==> src/rtl/branch_resolve_unit.sv <==
// EX-stage branch resolution: decides the real next PC from BCOND and decode info,
// issues a registered redirect/exception pulse on mispredict, and owns the BHT read by IF.
module branch_resolve_unit #(
    parameter int unsigned XLEN        = 32,
    parameter int unsigned BHT_ENTRIES = 16
) (
    input  logic            clk,
    input  logic            reset,
    input  logic [XLEN-1:0] if_pc,
    output logic            if_pred_taken,
    input  logic            ex_valid,
    input  logic            ex_stall,
    input  logic            ex_is_branch,
    input  logic            ex_is_jal,
    input  logic            ex_is_jalr,
    input  logic [2:0]      ex_funct3,
    input  logic [2:0]      ex_bcond,
    input  logic [XLEN-1:0] ex_pc,
    input  logic [XLEN-1:0] ex_imm,
    input  logic [XLEN-1:0] ex_rs1,
    input  logic [XLEN-1:0] ex_fetched_npc,
    output logic            redirect_valid,
    output logic [XLEN-1:0] redirect_pc,
    output logic            exc_valid,
    output logic [31:0]     br_count,
    output logic [31:0]     mispred_count
);

    localparam int unsigned IDX_W = (BHT_ENTRIES > 1) ? $clog2(BHT_ENTRIES) : 1;
    localparam int unsigned CNT_W = 32;

    localparam logic [2:0] F3_BEQ  = 3'b000;
    localparam logic [2:0] F3_BNE  = 3'b001;
    localparam logic [2:0] F3_BLT  = 3'b100;
    localparam logic [2:0] F3_BGE  = 3'b101;
    localparam logic [2:0] F3_BLTU = 3'b110;
    localparam logic [2:0] F3_BGEU = 3'b111;

    localparam logic [1:0] CTR_WNT = 2'b01;
    localparam logic [1:0] CTR_MAX = 2'b11;
    localparam logic [1:0] CTR_MIN = 2'b00;
    localparam logic [CNT_W-1:0] CNT_SAT = '1;

    logic [1:0] bht [BHT_ENTRIES];

    logic [IDX_W-1:0] if_idx;
    logic [IDX_W-1:0] ex_idx;

    // Decode and resolution (combinational)
    logic            consume;
    logic            sel_jalr;
    logic            sel_jal;
    logic            sel_branch;
    logic            br_taken;
    logic            illegal_f3;
    logic            taken;
    logic [XLEN-1:0] seq_pc;
    logic [XLEN-1:0] target;
    logic [XLEN-1:0] npc;
    logic            exc;
    logic            mispred;
    logic            bht_upd;
    logic [1:0]      bht_cur;
    logic [1:0]      bht_nxt;

    // Next-state of registered outputs
    logic             redirect_valid_n;
    logic [XLEN-1:0]  redirect_pc_n;
    logic             exc_valid_n;
    logic [CNT_W-1:0] br_count_n;
    logic [CNT_W-1:0] mispred_count_n;

    logic unused_pc_bits;

    assign if_idx         = if_pc[IDX_W+1:2];
    assign ex_idx         = ex_pc[IDX_W+1:2];
    assign if_pred_taken  = bht[if_idx][1];
    assign unused_pc_bits = ^{if_pc[XLEN-1:IDX_W+2], if_pc[1:0]};

    // Direction from BCOND flags: eq, signed A>B, unsigned A>B
    always_comb begin
        br_taken   = 1'b0;
        illegal_f3 = 1'b0;
        case (ex_funct3)
            F3_BEQ:  br_taken = ex_bcond[2];
            F3_BNE:  br_taken = ~ex_bcond[2];
            F3_BLT:  br_taken = ~ex_bcond[2] & ~ex_bcond[1];
            F3_BGE:  br_taken = ex_bcond[2] | ex_bcond[1];
            F3_BLTU: br_taken = ~ex_bcond[2] & ~ex_bcond[0];
            F3_BGEU: br_taken = ex_bcond[2] | ex_bcond[0];
            default: illegal_f3 = 1'b1;
        endcase
    end

    // Target, next PC, exception and mispredict; JALR > JAL > BRANCH
    always_comb begin
        consume    = ex_valid & ~ex_stall & ~redirect_valid;
        sel_jalr   = ex_is_jalr;
        sel_jal    = ex_is_jal & ~ex_is_jalr;
        sel_branch = ex_is_branch & ~ex_is_jal & ~ex_is_jalr;
        seq_pc     = ex_pc + XLEN'(4);
        target     = ex_pc + ex_imm;
        taken      = 1'b0;

        if (sel_jalr) begin
            target = (ex_rs1 + ex_imm) & ~XLEN'(1);
            taken  = 1'b1;
        end else if (sel_jal) begin
            taken  = 1'b1;
        end else if (sel_branch) begin
            taken  = br_taken & ~illegal_f3;
        end

        npc     = taken ? target : seq_pc;
        exc     = consume & ((sel_branch & illegal_f3) | (taken & target[1]));
        mispred = consume & ~exc & (npc != ex_fetched_npc);
        bht_upd = consume & ~exc & sel_branch;
    end

    // Saturating 2-bit counter step for the EX branch's entry
    always_comb begin
        bht_cur = bht[ex_idx];
        bht_nxt = bht_cur;
        if (br_taken) begin
            if (bht_cur != CTR_MAX) begin
                bht_nxt = bht_cur + 2'd1;
            end
        end else begin
            if (bht_cur != CTR_MIN) begin
                bht_nxt = bht_cur - 2'd1;
            end
        end
    end

    // Redirect/exception pulses and statistics counters
    always_comb begin
        redirect_valid_n = mispred;
        redirect_pc_n    = redirect_pc;
        exc_valid_n      = exc;
        br_count_n       = br_count;
        mispred_count_n  = mispred_count;

        if (mispred) begin
            redirect_pc_n = npc;
            if (mispred_count != CNT_SAT) begin
                mispred_count_n = mispred_count + CNT_W'(1);
            end
        end
        if (bht_upd && (br_count != CNT_SAT)) begin
            br_count_n = br_count + CNT_W'(1);
        end
    end

    always_ff @(posedge clk or posedge reset) begin
        if (reset) begin
            redirect_valid <= 1'b0;
            redirect_pc    <= '0;
            exc_valid      <= 1'b0;
            br_count       <= '0;
            mispred_count  <= '0;
        end else begin
            redirect_valid <= redirect_valid_n;
            redirect_pc    <= redirect_pc_n;
            exc_valid      <= exc_valid_n;
            br_count       <= br_count_n;
            mispred_count  <= mispred_count_n;
        end
    end

    // BHT resets to weakly not-taken; reads in IF see pre-update contents
    always_ff @(posedge clk or posedge reset) begin
        if (reset) begin
            for (int i = 0; i < int'(BHT_ENTRIES); i++) begin
                bht[i] <= CTR_WNT;
            end
        end else if (bht_upd) begin
            bht[ex_idx] <= bht_nxt;
        end
    end

endmodule

==> config.mk <==
export PLATFORM = sky130hd
export DESIGN_NAME = branch_resolve_unit
export DESIGN_NICKNAME = d
export VERILOG_FILES = /design/src/rtl/branch_resolve_unit.sv
export SDC_FILE = /design/constraint.sdc
export NUM_CORES = 1
export LEC_CHECK = 0
export ABC_CLOCK_PERIOD_IN_PS = 5350
export CORE_ASPECT_RATIO = 0.75
export CORE_UTILIZATION = 47
export CTS_CLUSTER_SIZE = 12
export DETAILED_ROUTE_END_ITERATION = 8
export GPL_TIMING_DRIVEN = 0
export PLACE_DENSITY = 0.76
export SKIP_CTS_REPAIR_TIMING = 1
export SLEW_MARGIN = 20
export SYNTH_ARGS = -nofsm -noshare
export SYNTH_HDL_FRONTEND = slang
export SYNTH_SLANG_ARGS = --single-unit
==> constraint.sdc <==
create_clock -name clk -period 5.35 [get_ports clk]
set_input_delay 0.535 -clock clk [delete_from_list [all_inputs] [get_ports clk]]
set_output_delay 0.535 -clock clk [all_outputs]
set_load 0.05 [all_outputs]
==> impl_metrics.env, run 1 <==
export IMPL_std_cell_rows=50
export IMPL_timing_rr_start="redirect_valid"
export IMPL_slowest_delay_ps=580
export IMPL_cp_start_kind="input port"
export IMPL_dp_hpwl_mm=35.5
export IMPL_powerDensity_nw_per_um2=279
export IMPL_cap_viol_max_count=0
export IMPL_die_width_um=186
export IMPL_path_depth=16
export IMPL_hold_class="register to register"
export IMPL_ys_types=86
export IMPL_vias=12400
export IMPL_place_ws_ps=-678
export IMPL_status="finished clean"
export IMPL_fp_dieH_um=140
export IMPL_reg2reg_slack_ps=2010
export IMPL_fin_util=0.620
export IMPL_fillers=2128
export IMPL_wl_met1_mm=19.7
export IMPL_wire_per_inst_um=22.0
export IMPL_synth_edff_count=0
export IMPL_path_buf_inv=3
export IMPL_cts_sinks=130
export IMPL_cp_max_fo=10
export IMPL_grt_pass1_wl_mm=67.2
export IMPL_whs_ps=489
export IMPL_crit_family="simple AND/OR/NAND/NOR gates"
export IMPL_htree_levels=4
export IMPL_async_flop_share=1.00
export IMPL_grt_pass1_vias=11800
export IMPL_first_pass_iters=5
export IMPL_finalWorstPathRequiredPeriod_ps=5140
export IMPL_drtIter0Drc=1026
export IMPL_area_growth_pct=29.6
export IMPL_grt_max_degree=80
export IMPL_wl_met3_mm=4.55
export IMPL_synth_seq_area_share=0.274
export IMPL_critPathKind="input port to register"
export IMPL_arrival_ps=5430
export IMPL_final_cell_area_um2=15500
export IMPL_leakage_nw=6.29
export IMPL_worst_slew_pin_slew_ps=887
export IMPL_critPathLaunch="ex_imm[9]"
export IMPL_timing_final_crit_share=0.961
export IMPL_dpl_cell_area_um2=14800
export IMPL_nNetsFinal=1908
export IMPL_syn_area_um2=11900
export IMPL_grt_total_usage=0.340
export IMPL_cts_buffers=17
export IMPL_drtAntennaViolNets=0
export IMPL_synth_cells=1400
export IMPL_rsz0062_at_grt="false"
export IMPL_antenna_found_initial=3
export IMPL_endpoint_kind="register"
export IMPL_total_power_mw=4.31
export IMPL_finalSetupViolations=0
export IMPL_viasPerCell=6.16
export IMPL_tritoncts="built"
export IMPL_core_um2=25000
export IMPL_overflow=0
export IMPL_ys_ff_latch=130
export IMPL_syn_area_per_cell_um2=8.53
export IMPL_max_freq_ghz=0.195
export IMPL_dieArea_um2=26000
export IMPL_r2r_cells=10
export IMPL_drt_wl_total_mm=44.4
export IMPL_gp_congestion=0.967
export IMPL_yosysWarnings=0
export IMPL_maxSlewViolCount=0
export IMPL_max_slew_margin=0.409
export IMPL_crit_top_cell="nand2_1"
export IMPL_cp_endpoint="redirect_pc[2]"
export IMPL_hold_viol_final=0
export IMPL_initial_core_util=0.478
export IMPL_required_ps=5640
export IMPL_r2r_end="br_count[29]"
export IMPL_drive_gt1_frac=0.0899
export IMPL_wl_met2_mm=19.1
export IMPL_cp_slowest_cell="or4_1"
export IMPL_peakVddDrop_mv=0.356
export IMPL_drc=0
export IMPL_syn_nets=1642
export IMPL_numPortBuffers=241
export IMPL_synth_ff_type="dfrtp_1"
export IMPL_cts_buffer_depth=2
export IMPL_hold_path_startpoint="br_count[5]"
export IMPL_final_common_cell="clkdlybuf4s50_1"
export IMPL_skew_ps=8.68
export IMPL_num_io_pins=272
export IMPL_cp_cell_sequence="clkdlybuf4s50_1, ha_1, buf_2, a21oi_1, o21ai_1, a22oi_1, nand2_1, mux2i_1, a2111oi_2, o2111ai_1, or4_1, nor4_1, nand4_1, nand2_1, buf_4, mux2_1"
export IMPL_top_layer="met4"
export IMPL_final_cell_mix="clkdlybuf4s50_1, nand2_1, dfrtp_1"
export IMPL_clk_latency_ps=420
export IMPL_root_buffer="clkbuf_16"
export IMPL_setup_ws_ps=210
export IMPL_cts_clk_slew_worst_paths_ps=50
-- how the worst min path moves through the flow --
stage                                   end  slack (ps)  cells after the start
final                           br_count[5]         490                      1
after global routing            br_count[5]         510                      1
after CTS                       br_count[5]         490                      1
after detailed placement  mispred_count[13]         480                      1
after global placement          br_count[5]         470                      1
after floorplan                      bht[3]         490                      1
-- power by group --
group          internal [mW]  switching, mW  leakage, nW
Sequential              1.13          0.103         1.67
Clock                  0.660          0.436        0.263
Combinational          0.713           1.28         4.36
-- cells by family after synthesis --
logic type	after synthesis	share of synthesized area
and+or+nand+nor	526	0.221
AOI/OAI and AO/OA	322	0.182
xor gates and xnor gates	149	0.109
DFF	130	0.274
buffers and inverters	108	0.0370
muxes	94	0.101
adders and majority gates	71	0.0753
-- sequential cells by signal, summed over array words and instances (netlist names) --
| name | cells |
|---|---|
| br_count | 32 |
| exc_valid | 1 |
| mispred_count | 32 |
| redirect_valid | 1 |
| bht | 32 |
| redirect_pc | 32 |
-- synthesized netlist by cell type, types with 20 or more instances --
cell type    n  area, µm²
nand4_1     50        313
xnor2_1     92        806
o21ai_0     53        265
nor3_1      42        210
ha_1        67        838
nand3_1     88        440
mux2i_1     20        200
mux2_2      35        394
clkbuf_1    38        143
mux2_1      23        259
xor2_1      57        499
and3_1      30        188
nand2_1    130        488
a21oi_1     82        410
dfrtp_1    114       2850
nor2_1      94        353
inv_1       42        158
-- metrics by stage --
step,cells,setup TNS [ps]
3_3_place_gp,1979,-74650
4_1_cts,2012,-10830
6_report,2020,0
3_5_place_dp,1980,-36710
5_1_grt,2018,0
2_1_floorplan,1400,0
-- per-layer routing --
layer  global-route usage  vias to the layer above
met5                    0                        -
met4               0.0824                        0
met3               0.0850                       63
met2                0.514                      637
met1                0.484                     5977
li1                     -                     5757
-- cell type report --
cell class / count / area, µm² / area share
multi-input combinational: 1162 / 8260 / 0.534
timing repair buffer: 247 / 2490 / 0.161
tap: 338 / 423 / 0.0273
antenna: 3 / 7.51 / 0.000485
clock buffer: 19 / 453 / 0.0293
sequential: 130 / 3270 / 0.212
clock inverter: 13 / 113 / 0.00728
buffer: 66 / 285 / 0.0184
inverter: 42 / 165 / 0.0107
Power figures use the tool's default switching activity.
==> run 2, diff against run 1 <==
- CELL_PAD_IN_SITES_DETAIL_PLACEMENT: not set -> 0
- CELL_PAD_IN_SITES_GLOBAL_PLACEMENT: not set -> 2
- CORE_UTILIZATION: 47 -> 30
- PLACE_DENSITY: 0.76 -> not set
- PLACE_DENSITY_LB_ADDON: not set -> 0.1
- REMOVE_ABC_BUFFERS: not set -> 1
==> run 2 against run 1 <==
- clock skew grew 3.0 ps
- final cell count grew 5.7%
- final area grew 1.1%
- first-iteration DRC count shrank 20%
- clock-buffer cell count shrank 2
- non-clock buffer count shrank 59
- via count shrank 6.6%
- power grew 4.0%
- combinational power is essentially flat
- worst hold slack lost 4.1 ps
- die area grew 56%
- critical path type unchanged
- critical endpoint is now mispred_count[1]
- largest cell class unchanged
- largest power group unchanged
==> impl_metrics.env, run 2 (synthesized netlist as in run 1, its figures left out) <==
export IMPL_status="finished clean"
export IMPL_clk_latency_ps=410
export IMPL_final_cell_area_um2=15600
export IMPL_dieArea_um2=40600
export IMPL_maxSlewViolCount=0
export IMPL_cp_slowest_cell="clkdlybuf4s50_1"
export IMPL_nNetsFinal=1849
export IMPL_grt_max_degree=70
export IMPL_critPathKind="input port to register"
export IMPL_worst_slew_pin_slew_ps=837
export IMPL_cp_cell_sequence="clkdlybuf4s50_1, ha_1, and4_1, nand2_1, a211oi_1, nor3_1, xor2_1, o211a_1, a221o_1, or4_1, nor4_2, nand4_1, buf_4, buf_6, buf_6, and2_4, mux2_4"
export IMPL_powerDensity_nw_per_um2=287
export IMPL_grt_pass1_vias=11300
export IMPL_cp_start_kind="input port"
export IMPL_fp_dieH_um=175
export IMPL_required_ps=5650
export IMPL_crit_top_cell="buf_6"
export IMPL_final_cell_mix="clkdlybuf4s50_1, nand2_1, dfrtp_1"
export IMPL_viasPerCell=5.44
export IMPL_vias=11600
export IMPL_root_buffer="clkbuf_16"
export IMPL_antenna_found_initial=4
export IMPL_total_power_mw=4.49
export IMPL_setup_tns_ps=0
export IMPL_finalWorstPathRequiredPeriod_ps=5100
export IMPL_max_freq_ghz=0.196
export IMPL_area_growth_pct=31.1
export IMPL_htree_levels=4
export IMPL_tritoncts="built"
export IMPL_grt_pass1_wl_mm=69.1
export IMPL_first_pass_iters=5
export IMPL_grt_total_usage=0.225
export IMPL_hold_viol_final=0
export IMPL_drive_gt1_frac=0.0914
export IMPL_drt_wl_total_mm=45.8
export IMPL_whs_ps=485
export IMPL_hold_class="register to register"
export IMPL_timing_final_crit_share=0.953
export IMPL_wire_per_inst_um=21.5
export IMPL_initial_core_util=0.308
export IMPL_dpl_cell_area_um2=14900
export IMPL_final_common_cell="clkdlybuf4s50_1"
export IMPL_cts_buffer_depth=2
export IMPL_cts_sinks=130
export IMPL_slowest_delay_ps=590
export IMPL_cap_viol_max_count=0
export IMPL_drc=0
export IMPL_gp_congestion=0.903
export IMPL_cts_buffers=17
export IMPL_drtAntennaViolNets=0
export IMPL_numPortBuffers=243
export IMPL_drtIter0Drc=819
export IMPL_skew_ps=11.7
export IMPL_dp_hpwl_mm=36.9
export IMPL_peakVddDrop_mv=0.203
export IMPL_core_um2=38700
export IMPL_max_slew_margin=0.442
export IMPL_rsz0062_at_grt="false"
export IMPL_overflow=0
export IMPL_cts_clk_slew_worst_paths_ps=60
export IMPL_leakage_nw=6.28
export IMPL_die_width_um=232
export IMPL_std_cell_rows=62
export IMPL_endpoint_kind="register"
export IMPL_arrival_ps=5400
export IMPL_cp_max_fo=17
export IMPL_num_io_pins=272
export IMPL_finalSetupViolations=0
## run 2: path summary, 6_finish.rpt
path	startpoint	endpoint	slack [ps]	cells after the start
max reg2reg	redirect_valid	br_count[29]	1880	10
max in group asynchronous	reset	redirect_pc[13]	4110	3
min	br_count[31]	br_count[31]	480	1
min in group asynchronous	reset	mispred_count[13]	550	2
max	ex_pc[14]	mispred_count[1]	250	17
min reg2reg	br_count[31]	br_count[31]	480	1
## run 2: worst max-delay path, delay by kind of cell
family | cells | cell delay (ps)
AO/OA/AOI/OAI | 3 | 1060
XOR/XNOR | 1 | 200
adder cells (fa/ha/maj) | 1 | 550
buffers and inverters | 4 | 1120
multiplexers | 1 | 280
AND/OR/NAND/NOR | 7 | 1630
## run 2: cell type report
cell class	count	area (µm²)
well taps	512	641
diodes	3	7.51
clock inverters	15	220
clock buffers	17	425
flip-flops and latches	130	3270
repair buffers	254	2580
fillers	3955	23100
inverters	42	165
multi-input cells	1162	8330
## run 2: power breakdown
| group | internal, mW | leakage [nW] | switching, mW |
|---|---|---|---|
| registers | 1.13 | 1.67 | 0.100 |
| clock network | 0.796 | 0.313 | 0.477 |
| logic | 0.714 | 4.30 | 1.27 |
## run 2: metrics by stage
stage,instances,util,setup slack [ps]
global placement,2089,0.380,-4930
CTS,2127,0.401,-1130
global route,2134,0.404,34.1
floorplan,1334,-,-226
finish,2135,0.404,251
detailed placement,2095,0.385,-1560
## run 2: metal layers
| metal | vias to the layer above | part of all wire | track usage |
|---|---|---|---|
| met1 | 5637 | 0.49 | 0.329 |
| met3 | 25 | 0.061 | 0.0423 |
| met5 | - | 0.00037 | 0 |
| met2 | 279 | 0.44 | 0.340 |
| met4 | 2 | 0.0092 | 0.0447 |
| li1 | 5665 | - | - |
==> run 3, diff against run 2 <==
- SETUP_SLACK_MARGIN: not set -> 0.3
==> run 3 against run 2 <==
- largest power group unchanged
- first-iteration DRC count is 12% lower
- combinational power is essentially flat
- highest routed layer unchanged
- final cell count grew 0.47%
- non-clock buffer count grew 10
- wire length rose by 0.60%
- via count is 0.35% higher
- worst hold slack about the same
- fmax rose by 3.3%
- critical path depth did not move
- register-to-register slack improved by 270 ps
- core utilization up 0.55 points
==> impl_metrics.env, run 3 (synthesized netlist as in run 1, its figures left out) <==
export IMPL_nNetsFinal=1859
export IMPL_drtAntennaViolNets=0
export IMPL_grt_max_degree=70
export IMPL_finalSetupViolations=0
export IMPL_critPathKind="input port to register"
export IMPL_cts_clk_slew_worst_paths_ps=60
export IMPL_viasPerCell=5.43
export IMPL_drive_gt1_frac=0.106
export IMPL_core_um2=38700
export IMPL_die_width_um=232
export IMPL_peakVddDrop_mv=0.204
export IMPL_final_cell_area_um2=15900
export IMPL_numPortBuffers=243
export IMPL_max_slew_margin=0.406
export IMPL_final_cell_mix="clkdlybuf4s50_1, nand2_1, dfrtp_1"
export IMPL_fp_dieH_um=175
export IMPL_dpl_cell_area_um2=14900
export IMPL_endpoint_kind="register"
export IMPL_area_growth_pct=32.9
export IMPL_drc=0
export IMPL_max_freq_ghz=0.203
export IMPL_timing_final_crit_share=0.922
export IMPL_drtIter0Drc=721
export IMPL_drt_wl_total_mm=46.1
export IMPL_gp_congestion=0.903
export IMPL_grt_pass1_vias=11300
export IMPL_wire_per_inst_um=21.5
export IMPL_arrival_ps=5230
export IMPL_root_buffer="clkbuf_16"
export IMPL_rsz0062_at_grt="false"
export IMPL_vias=11600
export IMPL_worst_slew_pin_slew_ps=890
export IMPL_std_cell_rows=62
export IMPL_tritoncts="built"
export IMPL_cts_sinks=130
export IMPL_maxSlewViolCount=0
export IMPL_cts_buffer_depth=2
export IMPL_dp_hpwl_mm=36.9
export IMPL_cts_buffers=17
export IMPL_initial_core_util=0.308
export IMPL_first_pass_iters=4
export IMPL_finalWorstPathRequiredPeriod_ps=4930
export IMPL_cp_start_kind="input port"
export IMPL_grt_total_usage=0.225
export IMPL_cap_viol_max_count=0
export IMPL_htree_levels=4
export IMPL_setup_tns_ps=0
export IMPL_antenna_found_initial=4
export IMPL_hold_viol_final=0
export IMPL_final_common_cell="clkdlybuf4s50_1"
export IMPL_required_ps=5650
export IMPL_status="finished clean"
export IMPL_overflow=0
export IMPL_skew_ps=11.2
export IMPL_leakage_nw=6.36
export IMPL_powerDensity_nw_per_um2=285
export IMPL_dieArea_um2=40600
export IMPL_clk_latency_ps=410
export IMPL_cp_max_fo=17
export IMPL_grt_pass1_wl_mm=69.1
export IMPL_num_io_pins=272
export IMPL_hold_class="register to register"
## run 3: report_power, final
group | total [mW] | switching, mW | internal, mW
sequential | 1.23 | 0.100 | 1.13
clock | 1.27 | 0.477 | 0.796
combinational | 2.02 | 1.29 | 0.728
total | 4.52 | 1.87 | 2.65
## run 3: worst max-delay path: stages
cell	delay (ps)
clkdlybuf4s50_1	620
ha_1	500
and4_1	280
and2_1	140
a22o_1	240
nor3_1	220
xor2_1	150
o211a_1	250
a221o_1	350
or4_1	500
nor4_4	340
nand4_1	130
buf_4	190
buf_6	170
buf_6	170
and2_4	150
mux2_4	280
## run 3: cell type report
cell class	count	area, µm²
Multi-Input combinational cell	1162	8450
Tap cell	512	641
Sequential cell	130	3270
Clock inverter	15	220
Fill cell	3949	22900
Timing Repair Buffer	264	2670
Antenna cell	3	7.51
Clock buffer	17	425
Inverter	42	165
## run 3: final timing paths
| kind | from | end | slack [ps] | cells past startpoint |
|---|---|---|---|---|
| worst max-delay path | ex_pc[16] | mispred_count[1] | 420 | 17 |
| worst min-delay path | br_count[31] | br_count[31] | 480 | 1 |
| worst max register to register | mispred_count[9] | mispred_count[1] | 2150 | 10 |
| worst min register to register | br_count[31] | br_count[31] | 480 | 1 |
| max in group asynchronous | reset | redirect_pc[13] | 4110 | 3 |
| min in group asynchronous | reset | mispred_count[13] | 550 | 2 |
## run 3: per-stage QoR
| step | hold WS (ps) | instances | power (mW) | setup slack [ps] | utilization |
|---|---|---|---|---|---|
| after floorplan | 491 | 1334 | 2.43 | -226 | - |
| after global placement | 475 | 2089 | 3.20 | -4930 | 0.380 |
| after detailed placement | 474 | 2095 | 3.21 | -1560 | 0.385 |
| after CTS | 490 | 2127 | 4.52 | -1130 | 0.401 |
| after global routing | 503 | 2144 | 4.75 | 233 | 0.410 |
| final | 485 | 2145 | 4.52 | 415 | 0.410 |
## run 3: routing by layer
metal / vias to the layer above / global-route usage / wire length, µm / part of all wire
met5: - / 0 / 17 / 0.00037
met4: 2 / 0.0447 / 426 / 0.0092
met3: 25 / 0.0423 / 2570 / 0.056
met2: 262 / 0.340 / 20300 / 0.44
met1: 5678 / 0.329 / 22800 / 0.49
li1: 5682 / - / - / -
